## src/rtl/capture_readout_ctrl.sv

```systemverilog
// Capture FIFO readout sequencer: pops SampleCount words and streams them LSB-byte-first
// on a valid/ready byte link. Define READOUT_HEADER_EN to prefix a 3-byte header (A5, count).
module capture_readout_ctrl #(
    parameter int DATA_W = 16,
    parameter int CNT_W  = 12
) (
    input  logic              CLK,
    input  logic              locked,
    input  logic              ENOUT,
    input  logic [CNT_W-1:0]  SampleCount,
    input  logic              rdempty,
    output logic              rdreq,
    input  logic [DATA_W-1:0] q,
    output logic [7:0]        TxData,
    output logic              TxValid,
    input  logic              TxReady,
    output logic              FinishRD,
    output logic              Underrun,
    output logic              Busy,
    output logic [2:0]        state
);

    localparam int NBYTES = DATA_W / 8;

    localparam logic [2:0] S_IDLE = 3'd0;
    localparam logic [2:0] S_HDR  = 3'd1;
    localparam logic [2:0] S_REQ  = 3'd2;
    localparam logic [2:0] S_WAIT = 3'd3;
    localparam logic [2:0] S_SEND = 3'd4;
    localparam logic [2:0] S_DONE = 3'd5;

    localparam logic [1:0] LAST_BYTE = 2'(NBYTES - 1);

    logic [2:0]        r_state;
    logic              r_enout_d;
    logic [CNT_W-1:0]  r_remaining;
    logic [DATA_W-1:0] r_shift;
    logic [1:0]        r_idx;
    logic [7:0]        r_tx_data;
    logic              r_tx_valid;
    logic              r_rdreq;
    logic              r_finish;
    logic              r_underrun;
    logic              r_busy;

    logic [2:0]        w_state_next;
    logic [CNT_W-1:0]  w_remaining_next;
    logic [DATA_W-1:0] w_shift_next;
    logic [1:0]        w_idx_next;
    logic [7:0]        w_tx_data_next;
    logic              w_tx_valid_next;
    logic              w_rdreq_next;
    logic              w_finish_next;
    logic              w_underrun_next;
    logic              w_enout_rise;
    logic              w_handshake;
    logic [DATA_W-1:0] w_shifted;

`ifdef READOUT_HEADER_EN
    logic [15:0]       w_count16;
    assign w_count16 = 16'(r_remaining);
`endif

    assign w_enout_rise = ENOUT && !r_enout_d;
    assign w_handshake  = r_tx_valid && TxReady;
    assign w_shifted    = r_shift >> 8;

    always_comb begin
        // NOTE: every next-state variable gets a default first so no latch is inferred.
        w_state_next     = r_state;
        w_remaining_next = r_remaining;
        w_shift_next     = r_shift;
        w_idx_next       = r_idx;
        w_tx_data_next   = r_tx_data;
        w_tx_valid_next  = r_tx_valid;
        w_rdreq_next     = 1'b0;
        w_finish_next    = r_finish;
        w_underrun_next  = r_underrun;

        if (r_state != S_IDLE && !ENOUT) begin
            w_state_next    = S_IDLE;
            w_tx_valid_next = 1'b0;
            w_finish_next   = 1'b0;
        end else begin
            case (r_state)
                S_IDLE: begin
                    if (w_enout_rise) begin
                        w_remaining_next = SampleCount;
                        w_underrun_next  = 1'b0;
`ifdef READOUT_HEADER_EN
                        w_state_next     = S_HDR;
                        w_tx_data_next   = 8'hA5;
                        w_tx_valid_next  = 1'b1;
                        w_idx_next       = 2'd0;
`else
                        if (SampleCount == '0) begin
                            w_state_next  = S_DONE;
                            w_finish_next = 1'b1;
                        end else begin
                            w_state_next = S_REQ;
                            w_rdreq_next = !rdempty;
                        end
`endif
                    end
                end
                S_HDR: begin
`ifdef READOUT_HEADER_EN
                    if (w_handshake) begin
                        case (r_idx)
                            2'd0: begin
                                w_tx_data_next = w_count16[7:0];
                                w_idx_next     = 2'd1;
                            end
                            2'd1: begin
                                w_tx_data_next = w_count16[15:8];
                                w_idx_next     = 2'd2;
                            end
                            default: begin
                                w_tx_valid_next = 1'b0;
                                if (r_remaining == '0) begin
                                    w_state_next  = S_DONE;
                                    w_finish_next = 1'b1;
                                end else begin
                                    w_state_next = S_REQ;
                                    w_rdreq_next = !rdempty;
                                end
                            end
                        endcase
                    end
`else
                    w_state_next = S_IDLE;
`endif
                end
                // rdreq is registered, so the REQ decision uses the empty flag sampled on
                // entry; only writes can change it meanwhile, so no read of an empty FIFO.
                S_REQ: begin
                    if (!r_rdreq) begin
                        w_underrun_next = 1'b1;
                        w_finish_next   = 1'b1;
                        w_state_next    = S_DONE;
                    end else begin
                        w_state_next = S_WAIT;
                    end
                end
                S_WAIT: begin
                    w_shift_next    = q;
                    w_tx_data_next  = q[7:0];
                    w_tx_valid_next = 1'b1;
                    w_idx_next      = 2'd0;
                    w_state_next    = S_SEND;
                end
                S_SEND: begin
                    if (w_handshake) begin
                        if (r_idx == LAST_BYTE) begin
                            w_tx_valid_next = 1'b0;
                            if (r_remaining != '0)
                                w_remaining_next = r_remaining - CNT_W'(1);
                            if (r_remaining > CNT_W'(1)) begin
                                w_state_next = S_REQ;
                                w_rdreq_next = !rdempty;
                            end else begin
                                w_state_next  = S_DONE;
                                w_finish_next = 1'b1;
                            end
                        end else begin
                            w_shift_next   = w_shifted;
                            w_tx_data_next = w_shifted[7:0];
                            w_idx_next     = r_idx + 2'd1;
                        end
                    end
                end
                S_DONE: begin
                    w_tx_valid_next = 1'b0;
                end
                default: begin
                    w_state_next    = S_IDLE;
                    w_tx_valid_next = 1'b0;
                    w_finish_next   = 1'b0;
                end
            endcase
        end
    end

    // NOTE: sequential state uses non-blocking assignments so all registers update together.
    always_ff @(posedge CLK or negedge locked) begin
        if (!locked) begin
            r_state     <= S_IDLE;
            r_enout_d   <= 1'b0;
            r_remaining <= '0;
            r_shift     <= '0;
            r_idx       <= 2'd0;
            r_tx_data   <= 8'h00;
            r_tx_valid  <= 1'b0;
            r_rdreq     <= 1'b0;
            r_finish    <= 1'b0;
            r_underrun  <= 1'b0;
            r_busy      <= 1'b0;
        end else begin
            r_state     <= w_state_next;
            r_enout_d   <= ENOUT;
            r_remaining <= w_remaining_next;
            r_shift     <= w_shift_next;
            r_idx       <= w_idx_next;
            r_tx_data   <= w_tx_data_next;
            r_tx_valid  <= w_tx_valid_next;
            r_rdreq     <= w_rdreq_next;
            r_finish    <= w_finish_next;
            r_underrun  <= w_underrun_next;
            r_busy      <= (w_state_next != S_IDLE) && (w_state_next != S_DONE);
        end
    end

    assign rdreq    = r_rdreq;
    assign TxData   = r_tx_data;
    assign TxValid  = r_tx_valid;
    assign FinishRD = r_finish;
    assign Underrun = r_underrun;
    assign Busy     = r_busy;
    assign state    = r_state;

endmodule

```

## config.mk

```make
export PLATFORM = sky130hd
export DESIGN_NAME = capture_readout_ctrl
export DESIGN_NICKNAME = d
export VERILOG_FILES = /design/src/rtl/capture_readout_ctrl.sv
export SDC_FILE = /design/constraint.sdc
export NUM_CORES = 1
export LEC_CHECK = 0
export CAP_MARGIN = 20
export CORE_UTILIZATION = 50
export CTS_CLUSTER_SIZE = 20
export DETAILED_ROUTE_END_ITERATION = 10
export PLACE_DENSITY_LB_ADDON = 0.12
export RECOVER_POWER = 25
export SKIP_LAST_GASP = 1
export SYNTH_ARGS = -nofsm -noshare
export SYNTH_HDL_FRONTEND = slang
export SYNTH_SLANG_ARGS = --single-unit
```

## constraint.sdc

```tcl
create_clock -name CLK -period 2.45 [get_ports CLK]
set_clock_uncertainty 0.15 [all_clocks]
set_input_delay 0.49 -clock CLK [delete_from_list [all_inputs] [get_ports CLK]]
set_output_delay 0.49 -clock CLK [all_outputs]
set_load 0.1 [all_outputs]
```

; Yosys cells after proc, flatten, opt, wreduce, memory -nomap -nowiden
; Cells that the tools add are included.
; Widths: inputs -> output; s select.
[op_classes]
n_addsub = 2
reduce_logical = 22
bitwise = 1
n_eq_ne = 21
muxes = 43
magnitude_cmp = 1
[ops]
columns = op, n
row1 = $mux 12, 4
row2 = $mux 16, 2
row3 = $pmux 16 s2, 1
row4 = $pmux 12 s2, 1
row5 = $mux 3, 7
row6 = $ne 3x3->1 const B, 7
row7 = $mux 1, 17
row8 = $mux 8, 2
row9 = $pmux 8 s2, 1
row10 = $pmux 3 s5, 1
row11 = $gt 12x1->1 const B, 1
row12 = $logic_not 12->1, 1
row13 = $ne 2x2->1 const B, 6
row14 = $reduce_bool 12->1, 1
row15 = $sub 12x1->12 const B, 1
row16 = $reduce_and 4->1, 2
row17 = $reduce_and 7->1, 1
row18 = $eq 3x2->1 const B, 2
row19 = $eq 3x3->1 const B, 2
row20 = $reduce_and 6->1, 1
row21 = $reduce_bool 2->1, 3
row22 = $reduce_bool 3->1, 2
row23 = $reduce_or 3->1, 2
row24 = $logic_and 1x1->1, 4
row25 = 13 further kinds, 18
[totals]
wordCells = 101
output_inout_bits = 16
reg_bits = 47
in_bits = 33

; Longest topological paths before layout
[logic_depth]
ltp_word = 8
mapped_depth = 8
ltp_nobuf = 7

; Least setup slack after synthesis
; Ideal clock, no wire load.
[synth_path]
path_type = reg2reg
startpoint = reg r_state[2] (netlist: state[2])
endpoint = reg r_shift[8]
arrival_time_ps = 2484
synth_period_minus_slack_ps = 2755
setup_slack_ps = -305
stages_incl_launch_ff = 8
n_path_buf = 3
setup_time_ps = 121
required_ps = 2179
path_cell_list = dfrtp_1 -> buf_2 -> or3b_1 -> buf_2 -> nor3_1 -> o21ai_1 -> clkbuf_1 -> a22o_1
[synth_between]
elab_chain_cells = 4
word_cells_on_any_way = 10
cone_classes = eq/ne (4) / mux (1) / bitwise (1) / reduce/logical (4)
[synth_lines]
columns = item, line_no
row1 = "start, declared", 34  ; logic [2:0] r_state;
row2 = "start signal, assigned", 199  ; r_state <= w_state_next;
row3 = "parallel branches: the longest is 4 deep, another holds $reduce_and 4->1", n/a
row4 = "end signal, assigned", 202  ; r_shift <= w_shift_next;
row5 = "end, declared", 37  ; logic [DATA_W-1:0] r_shift;
; Several ways; the timed one is not identified.
; A chain may end at the register's enable or synchronous reset.

; Worst setup path in the final report
[layout_path]
startpoint = reg r_remaining[6]
endpoint = reg r_remaining[4]
[layout_between]
elab_chain_cells = 3
[layout_lines]
columns = item, line_no
row1 = "start, declared", 36  ; logic [CNT_W-1:0] r_remaining;
row2 = "start signal, assigned", 201  ; r_remaining <= w_remaining_next;
row3 = $reduce_bool 12->1, 156  ; if (r_remaining != '0)
row4 = $ne 2x2->1 (no line), n/a
row5 = $reduce_and 6->1 (no line), n/a
; No other way between the ends.

==> results.toml <==
[run_status]
run_status = "finished, final reports clean"

[worst_hold_path]
hold_depth = 2
timing.hold.worst_endpoint = "r_idx[1]"
hp-class = "reg2reg"
min-delay-start = "r_idx[1]"

[logic_synthesis]
netlist.area_leader.share = 0.437
dominantRegCellSynth = "sky130_fd_sc_hd__dfrtp_1"
yosysMostFrequentCell = "sky130_fd_sc_hd__dfrtp_1"
synth_warnings = 0
syn_nets = 277
synth.top_cells.by_count = "sky130_fd_sc_hd__dfrtp_1 (39), sky130_fd_sc_hd__o21ai_0 (22), sky130_fd_sc_hd__nand2_1 (19), sky130_fd_sc_hd__nor2_1 (19), sky130_fd_sc_hd__a21oi_1 (15)"
synthesis.instances = 240
yosysSeqAreaShare = 0.437
postSynthAreaPerCell_um2 = 9.30
yosysTopAreaCell = "sky130_fd_sc_hd__dfrtp_1"
synth_edf_count = 0
async_reset_ff_frac = 1.00
yosys.cell_types.count = 48
synth_area_um2 = 2230
yosys-top-cells-area = "sky130_fd_sc_hd__dfrtp_1 (44%), sky130_fd_sc_hd__o21ai_0 (4.9%), sky130_fd_sc_hd__mux2i_1 (3.6%)"
postSynthRegisterBits = 39

[setup_path]
r2r_end = "r_remaining[4]"
reg2reg_from = "r_remaining[6]"
timing_worst_setup_path_type = "reg2reg"
crit_path_cell_trace = "or4_1 -> nor4_4 -> a311o_2 -> a21oi_1 -> o22a_1"
critical-path-slowest-cell = "sky130_fd_sc_hd__or4_1"
timing.critical_path.from_type = "flop"
cp.required_ns = 2.48
worst-path-max-fanout = 16
cpPeakStageDelay_ns = 0.70
reg2reg_setup_slack_ns = 0.14
timing.critical_path.to_type = "flop"
crit_arrival_ns = 2.35
cp_top_family = "simple AND/OR/NAND/NOR gates"
r2r.worst_path.cells = 5
cp.buffers_inverters = 0

[sta]
period_minus_slack_ns = 2.31
tightest_slew_ns = 1.45
maxClockFrequency_ghz = 0.432
slew_viol_final = 0
finalCritPeriodShare = 0.945
max_slew_margin = 0.0329
setup_total_negative_slack_ns = 0
setup_viol = 0
report.final.hold_viol_count = 0
grt_setup_unrepaired = "false"

[global_route]
number_of_antenna_violations_at_the_first_check_in_global_routing = 0
first_global_vias = 1838
pin_count_of_the_biggest_net_entering_global_routing = 30
globalRouteOverflowTotal = 0
groute.usage.overall = 0.238
wire_length_of_the_first_global_routing_pass_um = 8280

[power_and_ir_drop]
swShare = 0.512
share_seq_of_total_power = 0.330
clockPowerShare = 0.128
total_power_mw = 3.32
pwr_density_cell_nw_per_um2 = 1200
p_sw_mw = 1.70
irDropWorstVdd_mv = 0.963
total_leakage_power_nw = 1.24
p_comb_frac = 0.542
internal_power_mw = 1.62

[route]
drc = 0
route.vias.total = 1970
drt_first_pass_iters = 4
wire_per_inst_um = 15.3
drt_first_iter_violations = 190
vias_per_cell = 5.90
ant_nets = 0
route.final.wire_length_um = 5110

[floorplan]
core_region_area_um2 = 4140
width_of_the_die_um = 68.8
placementRows = 23
die_height_um = 68.8
design.die.area_um2 = 4730
design.portCount = 49
initial_core_utilization = 0.538

[clock_tree]
clockRootBuffer = "sky130_fd_sc_hd__clkbuf_8"
ctsHoldBuffers = 0
clock-sinks = 39
count_of_buffers_added_by_post_cts_timing_repair_for_setup = 0
cts_repair_resize_count = 0
clock_tree.htree_level_count = 2
worst_setup_hold_path_clk_slew_ns = 0.07
cts_made_buffers = 5
tritoncts = "yes"
clock_latency_ns = 0.29
ctsLongestPathBuffers = 2

[finish]
syn_to_final_growth_pct = 23.9
drive_gt1_frac = 0.151
final_nets = 320
insertedDiodeCount = 0
nFillCells = 356

[place]
gp_routability_congestion = 0.820
io_buffer_count = 48
hpwlAfterDp_um = 3710

[run]
timing.max_cap.violations = 0
## layout by cell type, fill, tap and decap left out, types with 3 or more instances in the layout
cell type                         synthesis  final
sky130_fd_sc_hd__a21oi_1                 15     15
sky130_fd_sc_hd__a22o_1                   8      8
sky130_fd_sc_hd__a31oi_1                  3      3
sky130_fd_sc_hd__and3_1                   3      3
sky130_fd_sc_hd__buf_4                    8     27
sky130_fd_sc_hd__clkbuf_8                 0      5
sky130_fd_sc_hd__clkdlybuf4s50_1          0     31
sky130_fd_sc_hd__dfrtp_1                 39     37
sky130_fd_sc_hd__ha_1                     4      4
sky130_fd_sc_hd__inv_1                    9      9
sky130_fd_sc_hd__mux2i_1                  8      8
sky130_fd_sc_hd__nand2_1                 19     19
sky130_fd_sc_hd__nand3_1                  4      4
sky130_fd_sc_hd__nor2_1                  19     19
sky130_fd_sc_hd__nor3_1                  12     12
sky130_fd_sc_hd__nor4_1                   5      5
sky130_fd_sc_hd__o21ai_0                 22     22
sky130_fd_sc_hd__o22a_1                   3      3
sky130_fd_sc_hd__o32ai_1                  3      3
sky130_fd_sc_hd__or4_1                    4      4
## worst max-delay path by stage
stage	cells after the start	start	end
2_1_floorplan	6	state[1]	r_shift[8]
3_3_place_gp	6	TxReady	r_remaining[1]
3_5_place_dp	6	TxReady	r_remaining[1]
4_1_cts	5	r_remaining[6]	r_remaining[4]
5_1_grt	5	r_remaining[6]	r_remaining[4]
6_report	5	r_remaining[6]	r_remaining[4]
## cells by family after synthesis
kind of cell | Yosys count | share of synthesized area
multiplexers | 8 | 0.0359
AND/OR/NAND/NOR | 79 | 0.190
buffers and inverters | 32 | 0.0763
flip-flops | 39 | 0.437
AO/OA/AOI/OAI | 78 | 0.238
adder cells (fa/ha/maj) | 4 | 0.0224
## state kept, by name, indices dropped and copies added (netlist names)
| signal | cells |
|---|---|
| r_shift | 16 |
| r_remaining | 12 |
| state | 3 |
| r_idx | 2 |
| Busy | 1 |
| FinishRD | 1 |
| TxValid | 1 |
| Underrun | 1 |
| r_enout_d | 1 |
| rdreq | 1 |
## routing by layer
metal / track usage / up-vias / share of wire
li1: - / 972 / -
met1: 0.313 / 941 / 0.47
met2: 0.392 / 53 / 0.48
met3: 0.0510 / 4 / 0.048
met4: 0.0689 / 0 / 0.0067
met5: 0 / - / 0
## cell type report
cell class                      count  area (µm²)  share of cell area
Multi-Input combinational cell    169        1080               0.392
Sequential cell                    39         981               0.355
Timing Repair Buffer               59         517               0.187
Clock buffer                        6        72.6              0.0263
Tap cell                           50        62.6              0.0226
Inverter                            9        33.8              0.0122
Clock inverter                      2        12.5             0.00453
## power groups by stage
stage | Clock [mW] | Combinational (mW) | Sequential [mW]
finish | 0.425 | 1.80 | 1.09
global placement | 0 | 1.77 | 1.10
CTS | 0.432 | 1.80 | 1.09
global route | 0.458 | 1.94 | 1.13
floorplan | 0 | 1.17 | 1.36
detailed placement | 0 | 1.80 | 1.10
## per-stage QoR
step           setup WS (ns)  std cells   util  hold slack (ns)  instance area [µm²]
6_report               0.135        334  0.667            0.333                 2760
3_3_place_gp           0.105        326  0.647            0.311                 2680
3_5_place_dp          0.0470        326  0.647            0.316                 2680
5_1_grt              0.00715        334  0.667            0.355                 2760
2_1_floorplan         0.0141        240      -           0.0444                 2240
4_1_cts                0.139        334  0.667           0.0669                 2770
## worst min-delay path: stages, from the launching register on
cell and delay [ns]:
sky130_fd_sc_hd__dfrtp_1 0.35, sky130_fd_sc_hd__nand2_1 0.05, sky130_fd_sc_hd__o31ai_1 0.05
No activity file was read; power rests on OpenSTA's default activity.
